**config.mk**
```make
export PLATFORM = sky130hd
export DESIGN_NAME = pixel_writer_flat
export DESIGN_NICKNAME = d
export VERILOG_FILES = /design/src/rtl/pixel_writer_pkg.sv /design/src/rtl/pixel_writer_if.sv /design/src/rtl/pixel_fifo.sv /design/src/rtl/pixel_writer.sv /design/src/flat_wrapper.sv
export SDC_FILE = /design/constraint.sdc
export NUM_CORES = 1
export LEC_CHECK = 0
export BUFFER_PORTS_ARGS = -buffer_cell sky130_fd_sc_hd__clkbuf_2
export CORE_MARGIN = 4
export CORE_UTILIZATION = 50
export DETAILED_ROUTE_END_ITERATION = 12
export GPL_TIMING_DRIVEN = 1
export PLACE_DENSITY = 0.71
export SLEW_MARGIN = 0
export SYNTH_ARGS = -nofsm -noshare
export SYNTH_HDL_FRONTEND = slang
export SYNTH_SLANG_ARGS = --single-unit
```
**constraint.sdc**
```tcl
create_clock -name clk -period 15.6 [get_ports clk]
set_input_delay 4.68 -clock clk [delete_from_list [all_inputs] [get_ports clk]]
set_output_delay 4.68 -clock clk [all_outputs]
set_load 0.02 [all_outputs]
```
**src/rtl/pixel_writer_pkg.sv**
```systemverilog
// Shared definitions for the window/filter/writer image pipeline.
// Holds pixel/address width defaults, window size and FSM encoding.
package pixel_writer_pkg;

   localparam int DATA_WIDTH_DEF = 8;
   localparam int ADDR_WIDTH_DEF = 8;
   localparam int FIFO_DEPTH_DEF = 4;
   localparam int WINDOW_N       = 3;

   typedef enum logic {
      ST_IDLE = 1'b0,
      ST_RUN  = 1'b1
   } wr_state_t;

   function automatic logic [31:0] frame_total(
      input logic [15:0] n,
      input logic [15:0] m
   );
      return 32'(n) * 32'(m);
   endfunction

endpackage

```
**src/rtl/pixel_writer_if.sv**
```systemverilog
// Frame-control, pixel-stream and memory-write signals of the writer.
// master = driver side (filter + memory), slave = pixel_writer.
interface pixel_writer_if
   import pixel_writer_pkg::*;
#(
   parameter int DATA_WIDTH = DATA_WIDTH_DEF,
   parameter int ADDR_WIDTH = ADDR_WIDTH_DEF
);

   logic                  start;
   logic [ADDR_WIDTH-1:0] addrBase;
   logic [15:0]           N;
   logic [15:0]           M;
   logic [DATA_WIDTH-1:0] dataIn;
   logic                  validIn;
   logic                  readyOut;
   logic [ADDR_WIDTH-1:0] addrOut;
   logic [DATA_WIDTH-1:0] dataOut;
   logic                  we;
   logic                  wack;
   logic                  busy;
   logic                  frameF;

   modport master (
      output start, addrBase, N, M,
      output dataIn, validIn, wack,
      input  readyOut, addrOut, dataOut,
      input  we, busy, frameF
   );

   modport slave (
      input  start, addrBase, N, M,
      input  dataIn, validIn, wack,
      output readyOut, addrOut, dataOut,
      output we, busy, frameF
   );

endinterface

```
**src/rtl/pixel_fifo.sv**
```systemverilog
// Small synchronous pixel buffer between the filter and memory.
// Head entry is read straight from the storage registers.
module pixel_fifo #(
   parameter int WIDTH = 8,
   parameter int DEPTH = 4
) (
   input  logic             clk,
   input  logic             rst,
   input  logic             i_push,
   input  logic [WIDTH-1:0] i_data,
   input  logic             i_pop,
   output logic [WIDTH-1:0] o_data,
   output logic             o_full,
   output logic             o_empty
);

   localparam int AW = $clog2(DEPTH);

   logic [WIDTH-1:0] r_mem [DEPTH];
   logic [AW:0]      r_wptr;
   logic [AW:0]      r_rptr;
   logic             w_wr;
   logic             w_rd;

   // extra pointer bit separates full from empty
   assign o_empty = (r_wptr == r_rptr);
   assign o_full  = (r_wptr[AW] != r_rptr[AW]) &&
                    (r_wptr[AW-1:0] == r_rptr[AW-1:0]);
   assign w_wr    = i_push & ~o_full;
   assign w_rd    = i_pop & ~o_empty;
   assign o_data  = r_mem[r_rptr[AW-1:0]];

   // pointer and storage update; reset also clears the data
   always_ff @(posedge clk) begin
      if (rst) begin
         r_wptr <= '0;
         r_rptr <= '0;
         for (int i = 0; i < DEPTH; i++) begin
            r_mem[i] <= '0;
         end
      end else begin
         if (w_wr) begin
            r_mem[r_wptr[AW-1:0]] <= i_data;
            r_wptr <= r_wptr + 1'b1;
         end
         if (w_rd) begin
            r_rptr <= r_rptr + 1'b1;
         end
      end
   end

endmodule

```
**src/rtl/pixel_writer.sv**
```systemverilog
// Writes a raster-order filtered frame into image memory.
// Pixels are buffered, then written one per acknowledged cycle.
module pixel_writer
   import pixel_writer_pkg::*;
#(
   parameter int DATA_WIDTH = DATA_WIDTH_DEF,
   parameter int ADDR_WIDTH = ADDR_WIDTH_DEF,
   parameter int FIFO_DEPTH = FIFO_DEPTH_DEF
) (
   input  logic         clk,
   input  logic         rst,
   pixel_writer_if.slave bus
);

   wr_state_t             r_state;
   wr_state_t             w_next;
   logic [31:0]           r_total;
   logic [31:0]           r_wr_cnt;
   logic [31:0]           r_acc_cnt;
   logic [ADDR_WIDTH-1:0] r_addr;
   logic                  r_frame;

   logic                  w_idle;
   logic                  w_run;
   logic                  w_zero;
   logic                  w_start_ok;
   logic                  w_start_zero;
   logic                  w_push;
   logic                  w_pop;
   logic                  w_last;
   logic                  w_full;
   logic                  w_empty;
   logic [DATA_WIDTH-1:0] w_head;

   assign w_idle       = (r_state == ST_IDLE);
   assign w_run        = (r_state == ST_RUN);
   assign w_zero       = (bus.N == 16'd0) | (bus.M == 16'd0);
   assign w_start_ok   = w_idle & bus.start & ~w_zero;
   assign w_start_zero = w_idle & bus.start & w_zero;

   assign bus.readyOut = w_run & ~w_full & (r_acc_cnt < r_total);
   assign bus.we       = w_run & ~w_empty;
   assign bus.addrOut  = r_addr;
   assign bus.dataOut  = w_head;
   assign bus.busy     = w_run;
   assign bus.frameF   = r_frame;

   assign w_push = bus.validIn & bus.readyOut;
   assign w_pop  = bus.we & bus.wack;
   assign w_last = w_pop & (r_wr_cnt == r_total - 32'd1);

   pixel_fifo #(
      .WIDTH (DATA_WIDTH),
      .DEPTH (FIFO_DEPTH)
   ) u_fifo (
      .clk     (clk),
      .rst     (rst),
      .i_push  (w_push),
      .i_data  (bus.dataIn),
      .i_pop   (w_pop),
      .o_data  (w_head),
      .o_full  (w_full),
      .o_empty (w_empty)
   );

   // state register
   always_ff @(posedge clk) begin
      if (rst) begin
         r_state <= ST_IDLE;
      end else begin
         r_state <= w_next;
      end
   end

   // next state: start only honoured in IDLE, leave on last write
   always_comb begin
      w_next = r_state;
      unique case (r_state)
         ST_IDLE: if (w_start_ok) w_next = ST_RUN;
         ST_RUN:  if (w_last)     w_next = ST_IDLE;
         default: w_next = ST_IDLE;
      endcase
   end

   // frame counters, write address and completion flag
   always_ff @(posedge clk) begin
      if (rst) begin
         r_total   <= '0;
         r_wr_cnt  <= '0;
         r_acc_cnt <= '0;
         r_addr    <= '0;
         r_frame   <= 1'b0;
      end else if (w_start_ok) begin
         r_total   <= frame_total(bus.N, bus.M);
         r_wr_cnt  <= '0;
         r_acc_cnt <= '0;
         r_addr    <= bus.addrBase;
         r_frame   <= 1'b0;
      end else if (w_start_zero) begin
         r_frame   <= 1'b1;
      end else begin
         if (w_push) begin
            r_acc_cnt <= r_acc_cnt + 32'd1;
         end
         if (w_pop) begin
            r_wr_cnt <= r_wr_cnt + 32'd1;
            r_addr   <= r_addr + 1'b1;
         end
         if (w_last) begin
            r_frame <= 1'b1;
         end
      end
   end

endmodule

```
**src/flat_wrapper.sv**
```systemverilog
// flat-port wrapper written by rule: the top's interface ports become plain ports
module pixel_writer_flat import pixel_writer_pkg::*;
#(
   parameter int DATA_WIDTH = DATA_WIDTH_DEF,
   parameter int ADDR_WIDTH = ADDR_WIDTH_DEF,
   parameter int FIFO_DEPTH = FIFO_DEPTH_DEF
)
  (clk, rst, bus_start, bus_addrBase, bus_N, bus_M, bus_dataIn, bus_validIn, bus_wack, bus_readyOut, bus_addrOut, bus_dataOut, bus_we, bus_busy, bus_frameF);
  pixel_writer_if #(.DATA_WIDTH(DATA_WIDTH), .ADDR_WIDTH(ADDR_WIDTH)) bus_i ();
  input  logic clk;
  input  logic rst;
  input wire logic [$bits(bus_i.start)-1:0] bus_start;
  input wire logic [$bits(bus_i.addrBase)-1:0] bus_addrBase;
  input wire logic [$bits(bus_i.N)-1:0] bus_N;
  input wire logic [$bits(bus_i.M)-1:0] bus_M;
  input wire logic [$bits(bus_i.dataIn)-1:0] bus_dataIn;
  input wire logic [$bits(bus_i.validIn)-1:0] bus_validIn;
  input wire logic [$bits(bus_i.wack)-1:0] bus_wack;
  output wire logic [$bits(bus_i.readyOut)-1:0] bus_readyOut;
  output wire logic [$bits(bus_i.addrOut)-1:0] bus_addrOut;
  output wire logic [$bits(bus_i.dataOut)-1:0] bus_dataOut;
  output wire logic [$bits(bus_i.we)-1:0] bus_we;
  output wire logic [$bits(bus_i.busy)-1:0] bus_busy;
  output wire logic [$bits(bus_i.frameF)-1:0] bus_frameF;
  assign bus_i.start = bus_start;
  assign bus_i.addrBase = bus_addrBase;
  assign bus_i.N = bus_N;
  assign bus_i.M = bus_M;
  assign bus_i.dataIn = bus_dataIn;
  assign bus_i.validIn = bus_validIn;
  assign bus_i.wack = bus_wack;
  assign bus_readyOut = bus_i.readyOut;
  assign bus_addrOut = bus_i.addrOut;
  assign bus_dataOut = bus_i.dataOut;
  assign bus_we = bus_i.we;
  assign bus_busy = bus_i.busy;
  assign bus_frameF = bus_i.frameF;
  pixel_writer #(.DATA_WIDTH(DATA_WIDTH), .ADDR_WIDTH(ADDR_WIDTH), .FIFO_DEPTH(FIFO_DEPTH)) u_core (.clk(clk), .rst(rst), .bus(bus_i));
endmodule
```
## Word-level counts from Yosys, hierarchy flattened

Memories as Yosys holds them, arrays and structs flattened. A register that Yosys moved wholly into a read port is not among the register bits.
Cells that the tools add are included.

- Memories kept: 1
- Bits of input ports: 53
- Register bits after elaboration: 112
- Memory bits (writable): 32
- Output and inout bits: 20

- Equality and inequality tests: 5
- Multipliers: 1
- Reduce and logical (&&, ||, !) cells: 10
- Add/subtract/negate cells: 6
- Muxes and demuxes: 18
- Order comparisons: 1
- Bitwise logic cells: 17

Memories:

| name | words | bits a word | rd ports | clocked after Yosys merged registers in | write ports | RTL line | text |
|---|---|---|---|---|---|---|---|
| u_core.u_fifo.r_mem | 4 | 8 | 1 | 1 | 4 | pixel_fifo.sv:19 | `logic [WIDTH-1:0] r_mem [DEPTH];` |

Operators by type and width:

| operator | count |
|---|---|
| $add A32 B1 Y32 const B | 2 |
| $eq A32 B32 Y1 | 1 |
| $logic_not A16 Y1 | 2 |
| $lt A32 B32 Y1 | 1 |
| $mul A16 B16 Y32 | 1 |
| $mux W8 | 4 |
| $sub A32 B1 Y32 const B | 1 |
| $and A1 B1 Y1 | 11 |
| $mux W1 | 10 |
| $add A8 B1 Y8 const B | 1 |
| $reduce_or A8 Y1 | 1 |
| $add A3 B1 Y3 const B | 2 |
| $mux W2 | 3 |
| $reduce_and A2 Y1 | 3 |
| $not A1 Y1 | 5 |
| $reduce_bool A2 Y1 | 2 |
| $eq A3 B3 Y1 | 1 |
| $eq A2 B2 Y1 | 1 |
| $ne A2 B1 Y1 const B | 1 |
| $pmux W1 S2 | 1 |
| $reduce_or A2 Y1 | 1 |
| $logic_and A1 B1 Y1 | 1 |
| $ne A1 B1 Y1 | 1 |
| $or A1 B1 Y1 | 1 |

## Logic depth before layout (Yosys ltp)

Gate-level depths: netlist of the first run.

- Depth in word-level cells: 12
- Mapped depth: 23
- Depth with buffers taken out: 22

## Hierarchy

Synthesis of the first run repeated with hierarchy kept, for this count alone.

- Cells, all modules: 1948
- Area, all modules: 16786.1 um^2

Modules (own cells, without submodules):

| module | cells each | seq. area each (um^2) | area an instance (um^2) | times used |
|---|---|---|---|---|
| pixel_writer | 1787 | 2122.0 | 14849.2 | 1 |
| pixel_fifo | 161 | 1121.1 | 1936.9 | 1 |

## Worst setup path before layout of the first run

OpenSTA, ideal clock, no wires.

- Path type: input to register
- Start: in bus_M[7]
- End: reg u_core.r_total[28]
- Setup slack: 5215 ps
- Stages: 21
- Required time: 15483 ps
- Arrival: 10268 ps
- Library setup time: 117 ps
- Path through: clkbuf_1 clkbuf_1 nand2_1 fa_1 fa_1 inv_1 fa_1 fa_1 fa_1 inv_1 fa_1 inv_1 ha_1 a21o_1 a21o_1 a21o_1 or3_1 o21bai_1 o21ai_1 xor2_1 a22o_1

- Word-level cells in the longest chain between the ends: 4
- Elaborated cells between the ends (all ways): 5

RTL lines:

| what | RTL line | text |
|---|---|---|
| start: declaration | flat_wrapper.sv:15 | `input wire logic [$bits(bus_i.M)-1:0] bus_M;` |
| branches (longest 4 deep; another with $mul A16 B16 Y32) | -- |  |
| end signal: assignment | pixel_writer.sv:94 | `r_total <= frame_total(bus.N, bus.M);` |
| end: declaration | pixel_writer.sv:17 | `logic [31:0] r_total;` |

Several ways; the timed one is not identified.
A chain may end at the register's enable or synchronous reset.

## Worst setup path after layout of the first run

- Start: in bus_N[13]
- End: reg u_core.r_total[26]

- Word-level cells in the longest chain between the ends: 4
- Elaborated cells between the ends (all ways): 5

RTL lines:

| what | RTL line | text |
|---|---|---|
| start: declaration | flat_wrapper.sv:14 | `input wire logic [$bits(bus_i.N)-1:0] bus_N;` |
| branches (longest 4 deep; another with $mul A16 B16 Y32) | -- |  |

Several ways; the timed one is not identified.

==> metrics.md, run 1 <==
| Metric | Value |
|---|---|
| Outcome | finished clean |
| Vias in the first global route | 13,800 |
| Register area share after synthesis | 19.5% |
| GPL Wtd Cong | 0.871 |
| Rel. slew slack | 39.4% |
| Final setup violating endpoints | 0 |
| Clk Latency, worst-skew pair | 0.42 ns |
| Drt first pass iters | 5 |
| RSZ-0062 raised after global routing | false |
| Met2 Use GR | 36.9% |
| Remaining global-route overflow | 0 |
| Final ANT Viol Nets | 0 |
| Worst r2r src | u_core.r_total[2] |
| Initial Util | 50.9% |
| # fillers | 3,042 |
| Placed Area | 17,300 sq um |
| Post-synth EDFFs | 32 |
| Share of post-route cells with drive strength above 1 | 7.25% |
| Area grow syn2layout | 7.45% |
| Die W | 190 um |
| Crit path DAT | 10.61 ns |
| Total track usage | 22.6% |
| Most frequent cells in the layout | 274 x inv_1, 246 x nand2_1, 194 x fa_1 |
| Final Cell Area | 17,800 sq um |
| Post-CTS setup buffers | 0 |
| Hold WC Path Type | flop to flop |
| Layout Skew | 0.0155 ns |
| DR WL/cell | 16.8 um |
| Post-CTS sizing | 0 |
| Worst-path clk slew | 0.07 ns |
| Commonest non-fill, non-tap cell in the layout | inv_1 |
| Prevailing post-synth register cell | dfxtp_1 |
| Crit Reg-Reg Endpoint | u_core.r_acc_cnt[18] |
| Drt drc | 0 |
| Asr flop ratio synth | 0% |
| CTS tree | yes |
| First-pass GRT wire length | 68.1 mm |
| Yosys reg bits | 146 |
| Sink Count | 146 |
| Die Span Y | 190 um |
| Final hold violations | 0 |
| Post-Synthesis Cells | 1,902 |
| DR vias/cell | 5.61 |
| Worst Tran Pin Value | 0.905 ns |
| Synthesized area per cell | 8.73 sq um |
| Worst hold slack | 0.501 ns |
| Total negative slack | 0 ns |
| CTS buffer count | 17 |
| Initial antenna violation count | 0 |
| Placed cells | 2,341 |
| Worst R2R Setup Slack | 11.66 ns |
| Pwr/cell area | 191 nW/um^2 |
| Mapped Area | 16,600 sq um |
| Required time worst endpoint | 15.91 ns |
| Startpoint types | input port |
| Final Net Count | 2,306 |
| Core area | 32,600 sq um |
| DP HPWL | 31.0 mm |
| Via count | 13,300 |
| Unique masters post-synth | 78 |
| Detailed Route WL | 39.8 mm |
| # IOs | 73 |
| Initial DRC count | 828 |
| Fmax | 0.0971 GHz |
| Slew Limit Fails | 0 |
| Total number of yosys warnings | 0 |
| VDD IR-drop max | 175 uV |
| Crit path capture type | flop |
| M1 GR Usage | 32.0% |
| Number of port buffers | 72 |
| Setup ws final | 5.30 ns |
| Antenna diode count | 0 |
| Setup crit start | bus_N[13] |
| Die area | 36,200 sq um |
| Leakage | 8.07 nW |
| CTS max path bufs | 2 |
| Max-cap violations | 0 |
| Layer with the highest usage | met2 |
| FF-to-FF path depth | 10 |
| Critical path class | input port to flop |
| Post-Syn Nets | 2,290 |
| # rows | 66 |
| Hold buffer count at cts | 0 |
| Grt met3 use | 2.38% |
| Dpl ws | 4.90 ns |
| Post-route minimum period | 10.30 ns |
| Post-route clock period utilization | 66.0% |
| Worst-path fanout max | 17 |
| Largest net degree at the start of global routing | 80 |
| Setup crit end | u_core.r_total[26] |
| H-tree levels | 4 |
| Clock Tree Root | clkbuf_16 |
| Non-Filler Instances | 2,373 |
## metrics by stage
stage | power, mW | util, %
2_1_floorplan | 2.45 | -
3_3_place_gp | 2.93 | 52.9
3_5_place_dp | 2.99 | 52.9
4_1_cts | 3.41 | 54.7
5_1_grt | 3.80 | 54.7
6_report | 3.40 | 54.7
## per-layer routing
metal / wire, um / part of all wire, %
met1: 18300 / 46
met2: 18500 / 46
met3: 1980 / 5.0
met4: 1080 / 2.7
met5: 0 / 0
## power breakdown
group,total [mW],internal [mW],switching [mW]
sequential,0.462,0.419,0.0425
combinational,2.54,1.08,1.46
clock,0.406,0.233,0.173
total,3.40,1.73,1.67
## flip-flops by register name (all words and copies together) (netlist names), named ones only
name / flops
u_core.bus.addrOut: 8
u_core.bus.busy: 1
u_core.bus.frameF: 1
u_core.r_acc_cnt: 32
u_core.r_total: 32
u_core.r_wr_cnt: 32
u_core.u_fifo.r_mem: 32
u_core.u_fifo.r_rptr: 3
u_core.u_fifo.r_wptr: 3
## cell type report
type	instances	area, sq um	area share [%]
clock inverters	12	121	0.680
inverters	274	1030	5.77
clock buffers	20	458	2.57
multi-input cells	1399	12000	67.3
repair buffers	80	420	2.36
well taps	442	553	3.10
flip-flops and latches	146	3240	18.2
## worst max-delay path: stages
cell and delay, ns:
clkbuf_2 0.26, and2_1 0.25, fa_1 0.54, inv_1 0.05, fa_1 0.46, fa_1 0.52
inv_1 0.06, fa_1 0.49, fa_1 0.49, inv_1 0.05, fa_1 0.52, inv_1 0.04
ha_1 0.35, a21o_1 0.21, a21o_1 0.17, a21o_1 0.18, or3_1 0.34, o21bai_1 0.37
o21bai_1 0.18, xor2_1 0.17, a22o_1 0.20
## cells by family (layout without fill, tap and decap cells)
family | after synthesis | after routing | share of synthesized area, %
xor gates and xnor gates | 113 | 113 | 5.96
DFF | 146 | 146 | 19.5
and+or+nand+nor | 697 | 697 | 21.5
AOI/OAI and AO/OA | 241 | 241 | 9.47
muxes | 13 | 13 | 1.39
buffers and inverters | 357 | 386 | 8.12
adders and majority gates | 335 | 335 | 34.0
## worst min-delay path by stage
stage	depth (start not counted)	to	from	slack [ns]
after CTS	2	u_core.r_total[1]	u_core.r_total[1]	0.50
after floorplan	2	u_core.r_total[1]	u_core.r_total[1]	0.45
after global placement	2	u_core.r_total[1]	u_core.r_total[1]	0.48
final	2	u_core.r_total[1]	u_core.r_total[1]	0.50
after global routing	2	u_core.r_total[1]	u_core.r_total[1]	0.53
after detailed placement	2	u_core.r_total[1]	u_core.r_total[1]	0.49
## synthesized netlist by cell type (all sizes together), types with 20 or more instances
cell type / instances / share of area [%]
nand4: 40 / 1.6
a21o: 27 / 1.2
nor2: 96 / 2.2
nor3: 29 / 1.0
clkbuf: 72 / 1.6
nand2: 247 / 5.6
a21oi: 84 / 2.5
xnor2: 63 / 3.3
ha: 141 / 11
and2: 116 / 4.4
fa: 194 / 23
nor4: 33 / 1.4
xor2: 50 / 2.6
edfxtp: 32 / 5.8
o21ai: 38 / 1.1
inv: 274 / 6.2
dfxtp: 114 / 14
nand3: 40 / 1.2
and3: 25 / 0.95
or3: 20 / 0.75
No activity file was read; power rests on OpenSTA's default activity.
==> run 2, diff against run 1 <==
clock period = 9.6 ns   (was 15.6 ns; I/O delays follow)
==> run 2 against run 1 <==
Register-to-register slack worse by 6.1 ns. Sequential share of layout area is essentially flat. Setup slack got worse by 4.1 ns. Sequential power increased by 62%. Clock skew is 0.0089 ns lower. Count of clock-buffer cells in the layout fell by 2. Die area did not move. Critical path depth down 1. Critical endpoint is now u_core.r_total[29]. Largest cell class unchanged. Highest routed layer unchanged.
==> metrics.md, run 2 (synthesis results as in run 1) <==
| Metric | Value |
|---|---|
| Clock power frac | 11.4% (-0.5 points) |
| Detailed Route WL | 39.8 mm (about the same) |
| # rows | 66 (unchanged) |
| Seq pwr share | 13.6% (about the same) |
| Final Cell Area | 17,800 sq um (about the same) |
| GPL Wtd Cong | 0.855 (-1.8%) |
| Placed cells | 2,342 (+0.043%) |
| Sw Share | 49.5% (+0.36 points) |
| Setup ws final | 1.16 ns (-4.14 ns) |
| Die W | 190 um (unchanged) |
| Layout Skew | 0.00658 ns (-0.00891 ns) |
| Die Span Y | 190 um (unchanged) |
| Post-CTS setup buffers | 0 (unchanged) |
| Non-Filler Instances | 2,374 (+0.042%) |
| Max incr delay on CP | 0.55 ns (about the same) |
| RSZ-0062 raised after global routing | false |
| Startpoint types | input port |
| Hold path startpoint | u_core.r_total[1] |
| Initial DRC count | 752 (-9.2%) |
| Outcome | finished clean |
| Final setup violating endpoints | 0 (unchanged) |
| Share of post-route cells with drive strength above 1 | 7.35% (+0.10 points) |
| Leakage | 8.08 nW (about the same) |
| Clock Tree Root | clkbuf_16 |
| Hold buffer count at cts | 0 (unchanged) |
| Vias in the first global route | 13,800 (+0.043%) |
| Core area | 32,600 sq um (unchanged) |
| Clk Latency, worst-skew pair | 0.43 ns (about the same) |
| CTS buffer count | 17 (unchanged) |
| Met2 Use GR | 37.0% (+0.096 points) |
| Max-cap violations | 0 (unchanged) |
| Post-route minimum period | 8.44 ns |
| Final hold violations | 0 (unchanged) |
| Via count | 13,200 (-0.59%) |
| # fillers | 3,018 (-0.79%) |
| DR vias/cell | 5.57 (-0.63%) |
| Crit path DAT | 8.73 ns (-1.88 ns) |
| Worst-path clk slew | 0.06 ns (about the same) |
| Drt drc | 0 (unchanged) |
| Area grow syn2layout | 7.36% (about the same) |
| Pwr/cell area | 309 nW/um^2 (+62%) |
| Placed Area | 17,300 sq um (about the same) |
| # IOs | 73 (unchanged) |
| Logic pwr share | 75.0% (+0.5 points) |
| Crit Reg-Reg Endpoint | u_core.r_acc_cnt[26] |
| DR WL/cell | 16.8 um (about the same) |
| Worst-path fanout max | 17 (unchanged) |
| Total power | 5.51 mW (+62%) |
| CP max stage cell | fa_1 |
| Hold Path Sink | u_core.r_total[1] |
| Dpl ws | 0.764 ns (-4.14 ns) |
| Antenna diode count | 0 (unchanged) |
| FF-to-FF path depth | 10 (unchanged) |
| Worst Tran Pin Value | 0.916 ns (+0.0106 ns) |
| Initial Util | 50.9% (unchanged) |
| Final core occ | 54.6% (about the same) |
| Fmax | 0.118 GHz |
| Worst r2r src | u_core.r_total[2] |
| Rel. slew slack | 38.5% (-0.89 points) |
| Total negative slack | 0 ns (unchanged) |
| CTS max path bufs | 2 (unchanged) |
| Hold WC Path Type | flop to flop |
| First-pass GRT wire length | 67.7 mm (-0.64%) |
| VDD IR-drop max | 239 uV (+37%) |
| H-tree levels | 4 (unchanged) |
| Largest net degree at the start of global routing | 61 (-24%) |
| Total track usage | 22.7% (+0.034 points) |
| Initial antenna violation count | 0 (unchanged) |
| Sink Count | 146 (unchanged) |
| M1 GR Usage | 31.6% (-0.33 points) |
| Worst hold slack | 0.501 ns (-0.000652 ns) |
| Worst R2R Setup Slack | 5.61 ns (-6.05 ns) |
| Crit path capture type | flop |
| Remaining global-route overflow | 0 (unchanged) |
| Layer with the highest usage | met2 |
| Hold Crit Depth | 2 (unchanged) |
| Required time worst endpoint | 9.89 ns (-6.02 ns) |
| Drt first pass iters | 5 (unchanged) |
| Int Pwr | 2.78 mW (+61%) |
| Final Net Count | 2,307 (+0.043%) |
| Post-CTS sizing | 0 (unchanged) |
| Post-route clock period utilization | 87.9% |
| CTS tree | yes |
| DP HPWL | 30.9 mm (-0.41%) |
| Slew Limit Fails | 0 (unchanged) |
| Die area | 36,200 sq um (unchanged) |
| CP Cell Sequence | clkbuf_2 -> and2_1 -> fa_1 -> inv_1 -> fa_1 -> fa_1 -> inv_1 -> fa_1 -> fa_1 -> inv_1 -> fa_1 -> inv_1 -> ha_1 -> a21oi_1 -> o21ai_0 -> o31a_1 -> a311o_1 -> a21oi_1 -> mux2i_1 -> o31ai_1 |
| Commonest non-fill, non-tap cell in the layout | inv_1 |
| Critical path class | input port to flop |
| P_sw | 2.73 mW (+63%) |
| Crit path top cell by count | fa_1 |
| Number of port buffers | 72 (unchanged) |
| Final ANT Viol Nets | 0 (unchanged) |
| Grt met3 use | 3.28% (+0.90 points) |
| Most frequent cells in the layout | 274 x inv_1, 246 x nand2_1, 194 x fa_1 |
-- run 2: cell types whose count changed in the layout (fill, tap and decap cells not counted) --
cell	change
clkbuf_8	+1
clkinv_1	+1
clkinvlp_4	-2
clkinv_4	+2
inv_8	+1
buf_4	+1
clkbuf_1	-2
inv_6	+1
clkbuf_16	-1
bufinv_16	-1
-- run 2: how the worst max path moves through the flow --
| stage | startpoint | endpoint | slack [ns] |
|---|---|---|---|
| 4_1_cts | bus_N[6] | u_core.r_total[29] | 1.20 |
| 6_report | bus_N[6] | u_core.r_total[29] | 1.16 |
| 5_1_grt | bus_N[6] | u_core.r_total[29] | 0.88 |
| 2_1_floorplan | bus_M[7] | u_core.r_total[28] | 1.02 |
| 3_3_place_gp | bus_N[6] | u_core.r_total[29] | 0.87 |
| 3_5_place_dp | bus_N[5] | u_core.r_total[28] | 0.76 |
-- run 2: power groups by stage --
stage / combinational [mW] / sequential (mW) / clock [mW]
after floorplan: 3.25 / 0.737 / 0
after global placement: 4.00 / 0.761 / 0
after detailed placement: 4.09 / 0.762 / 0
after CTS: 4.12 / 0.749 / 0.639
after global routing: 4.73 / 0.757 / 0.664
final: 4.13 / 0.750 / 0.630
-- run 2: layout make-up --
class                      instances  area, sq um  share of cell area, %
inverter                         274         1030                   5.77
tap                              442          553                   3.10
sequential                       146         3240                   18.2
multi-input combinational       1399        12000                   67.4
clock inverter                    14          118                  0.660
timing repair buffer              81          428                   2.40
clock buffer                      18          439                   2.46
-- run 2: critical path, delay by kind of cell --
| kind | cells | cell delay [ns] |
|---|---|---|
| adder cells (fa/ha/maj) | 7 | 3.45 |
| AO/OA/AOI/OAI | 6 | 1.43 |
| buffers and inverters | 5 | 0.48 |
| AND/OR/NAND/NOR | 1 | 0.26 |
| multiplexers | 1 | 0.22 |
-- run 2: metal layers --
| layer | routed length (um) | up-vias |
|---|---|---|
| met5 | 0 | - |
| met4 | 795 | 0 |
| met1 | 18000 | 6421 |
| met2 | 18600 | 411 |
| li1 | - | 6336 |
| met3 | 2410 | 60 |
==> run 3, diff against run 2 <==
CORE_ASPECT_RATIO = 0.9   (was default)
==> run 3 against run 2 <==
Combinational power barely moved. First-iteration DRC count is 18% higher. Wire length is 2.6% higher. Final cell count shrank 0.93%. Sequential share of layout area hardly changed. Global-route usage grew 0.99 points. Count of clock-buffer cells in the layout decreased by 1. Critical endpoint unchanged. Non-clock buffer count down 2. Die area hardly changed.
==> metrics.md, run 3 (synthesis results as in run 1) <==
| Metric | Value |
|---|---|
| Non-Filler Instances | 2,352 (-0.93%) |
| DR WL/cell | 17.4 um (+3.6%) |
| GPL Wtd Cong | 0.878 (+2.7%) |
| First-pass GRT wire length | 69.5 mm (+2.8%) |
| Rel. slew slack | 40.5% (+2.0 points) |
| Area grow syn2layout | 7.55% |
| Final hold violations | 0 (unchanged) |
| H-tree levels | 4 (unchanged) |
| Drt drc | 0 (unchanged) |
| Detailed Route WL | 40.9 mm (+2.6%) |
| Die W | 200 um (+5.2%) |
| Post-CTS sizing | 0 (unchanged) |
| Placed Area | 17,200 sq um (-0.23%) |
| Fmax | 0.118 GHz (-0.80%) |
| Vias in the first global route | 13,900 (+0.72%) |
| Commonest non-fill, non-tap cell in the layout | inv_1 |
| Placed cells | 2,320 (-0.94%) |
| CTS buffer count | 17 (unchanged) |
| Total negative slack | 0 ns (unchanged) |
| Remaining global-route overflow | 0 (unchanged) |
| DR vias/cell | 5.69 (+2.2%) |
| Clk Latency, worst-skew pair | 0.44 ns (about the same) |
| Startpoint types | input port |
| Crit path capture type | flop |
| Drt first pass iters | 5 (unchanged) |
| CTS max path bufs | 2 (unchanged) |
| Worst Tran Pin Value | 0.886 ns (-0.0295 ns) |
| Most frequent cells in the layout | 274 x inv_1, 246 x nand2_1, 194 x fa_1 |
| Final ANT Viol Nets | 0 (unchanged) |
| Total track usage | 23.6% (+0.99 points) |
| Dpl ws | 0.697 ns (-0.0674 ns) |
| Worst-path fanout max | 17 (unchanged) |
| Clock Tree Root | clkbuf_16 |
| # fillers | 2,980 (-1.3%) |
| Post-route minimum period | 8.51 ns (+0.0676 ns) |
| Max-cap violations | 0 (unchanged) |
| Area occupied by multi-input gates | 12,000 sq um (unchanged) |
| DP HPWL | 31.1 mm (+0.76%) |
| Worst-path clk slew | 0.07 ns (about the same) |
| Crit path DAT | 8.79 ns (+0.06 ns) |
| Worst r2r src | u_core.r_total[2] |
| Initial DRC count | 886 (+18%) |
| Setup ws final | 1.09 ns (-0.0676 ns) |
| Sink Count | 146 (unchanged) |
| Final setup violating endpoints | 0 (unchanged) |
| Antenna diode count | 0 (unchanged) |
| Core area | 32,900 sq um (+0.77%) |
| # rows | 63 (-4.5%) |
| Share of post-route cells with drive strength above 1 | 7.31% (-0.044 points) |
| Initial antenna violation count | 0 (unchanged) |
| Initial Util | 50.5% (-0.39 points) |
| VDD IR-drop max | 401 uV (+68%) |
| # IOs | 73 (unchanged) |
| Number of port buffers | 72 (unchanged) |
| Leakage | 8.10 nW (+0.30%) |
| Die Span Y | 181 um (-4.9%) |
| Post-CTS setup buffers | 0 (unchanged) |
| Hold path startpoint | u_core.bus.addrOut[1] |
| FF+latch area | 3240 sq um (unchanged) |
| Critical path class | input port to flop |
| Final Cell Area | 17,900 sq um (+0.18%) |
| Outcome | finished clean |
| CTS tree | yes |
| Setup crit start | bus_N[6] |
| Required time worst endpoint | 9.88 ns (about the same) |
| Layout Skew | 0.0128 ns (+0.00626 ns) |
| Die area | 36,200 sq um (about the same) |
| Hold WC Path Type | flop to flop |
| Slew Limit Fails | 0 (unchanged) |
| Hold buffer count at cts | 0 (unchanged) |
| RSZ-0062 raised after global routing | false |
| Pwr/cell area | 314 nW/um^2 (+1.4%) |
| Final Net Count | 2,305 (-0.087%) |
| Post-route clock period utilization | 88.6% (+0.70 points) |
| Largest net degree at the start of global routing | 79 (+30%) |
| Via count | 13,400 (+1.2%) |
## run 3: changes by cell type in the layout (fill, tap and decap cells not counted)
| cell | previous run | this run |
|---|---|---|
| inv_8 | 2 | 4 |
| clkinv_2 | 1 | 0 |
| clkbuf_8 | 1 | 0 |
| clkinv_1 | 1 | 0 |
| inv_6 | 5 | 6 |
| buf_4 | 9 | 7 |
| clkinv_4 | 4 | 1 |
| bufinv_16 | 0 | 3 |
## run 3: layout make-up
| class | count | share of cell area, % |
|---|---|---|
| tap | 422 | 2.96 |
| sequential | 146 | 18.2 |
| timing repair buffer | 79 | 2.31 |
| inverter | 274 | 5.76 |
| multi-input combinational | 1399 | 67.3 |
| clock inverter | 15 | 1.14 |
| clock buffer | 17 | 2.38 |
## run 3: worst paths after layout
kind	endpoint	slack [ns]	depth (start not counted)
worst max-delay path	u_core.r_total[29]	1.09	20
worst min-delay path	u_core.bus.addrOut[1]	0.51	2
worst min register to register	u_core.bus.addrOut[1]	0.51	2
worst max register to register	u_core.u_fifo.r_mem[0][5]	5.47	11
## run 3: power breakdown
part,switching (mW),leakage (nW),internal (mW)
Clock,0.295,0.308,0.421
Combinational,2.39,6.54,1.75
Sequential,0.0697,1.26,0.681
Total,2.75,8.10,2.85
## run 3: critical path, stage by stage
cell and delay [ns]:
clkbuf_2 0.27, and2_1 0.25, fa_1 0.53, inv_1 0.05
fa_1 0.49, fa_1 0.52, inv_1 0.05, fa_1 0.47
fa_1 0.57, inv_1 0.06, fa_1 0.52, inv_1 0.04
ha_1 0.37, a21oi_1 0.17, o21ai_0 0.24, o31a_1 0.40
a311o_1 0.40, a21oi_1 0.20, mux2i_1 0.21, o31ai_1 0.09
## run 3: metrics by stage
stage / utilization, % / hold WS, ns / power (mW)
after floorplan: - / 0.449 / 3.98
after global placement: 52.4 / 0.494 / 4.79
after detailed placement: 52.4 / 0.500 / 4.86
after CTS: 54.3 / 0.512 / 5.61
after global routing: 54.3 / 0.537 / 6.27
final: 54.3 / 0.514 / 5.60
## run 3: layer usage
| metal | wire (um) | part of all wire [%] | track usage [%] |
|---|---|---|---|
| met5 | 0 | 0 | 0 |
| met4 | 928 | 2.3 | 7.33 |
| met3 | 2490 | 6.1 | 4.64 |
| met2 | 19500 | 48 | 37.7 |
| met1 | 18000 | 44 | 32.6 |
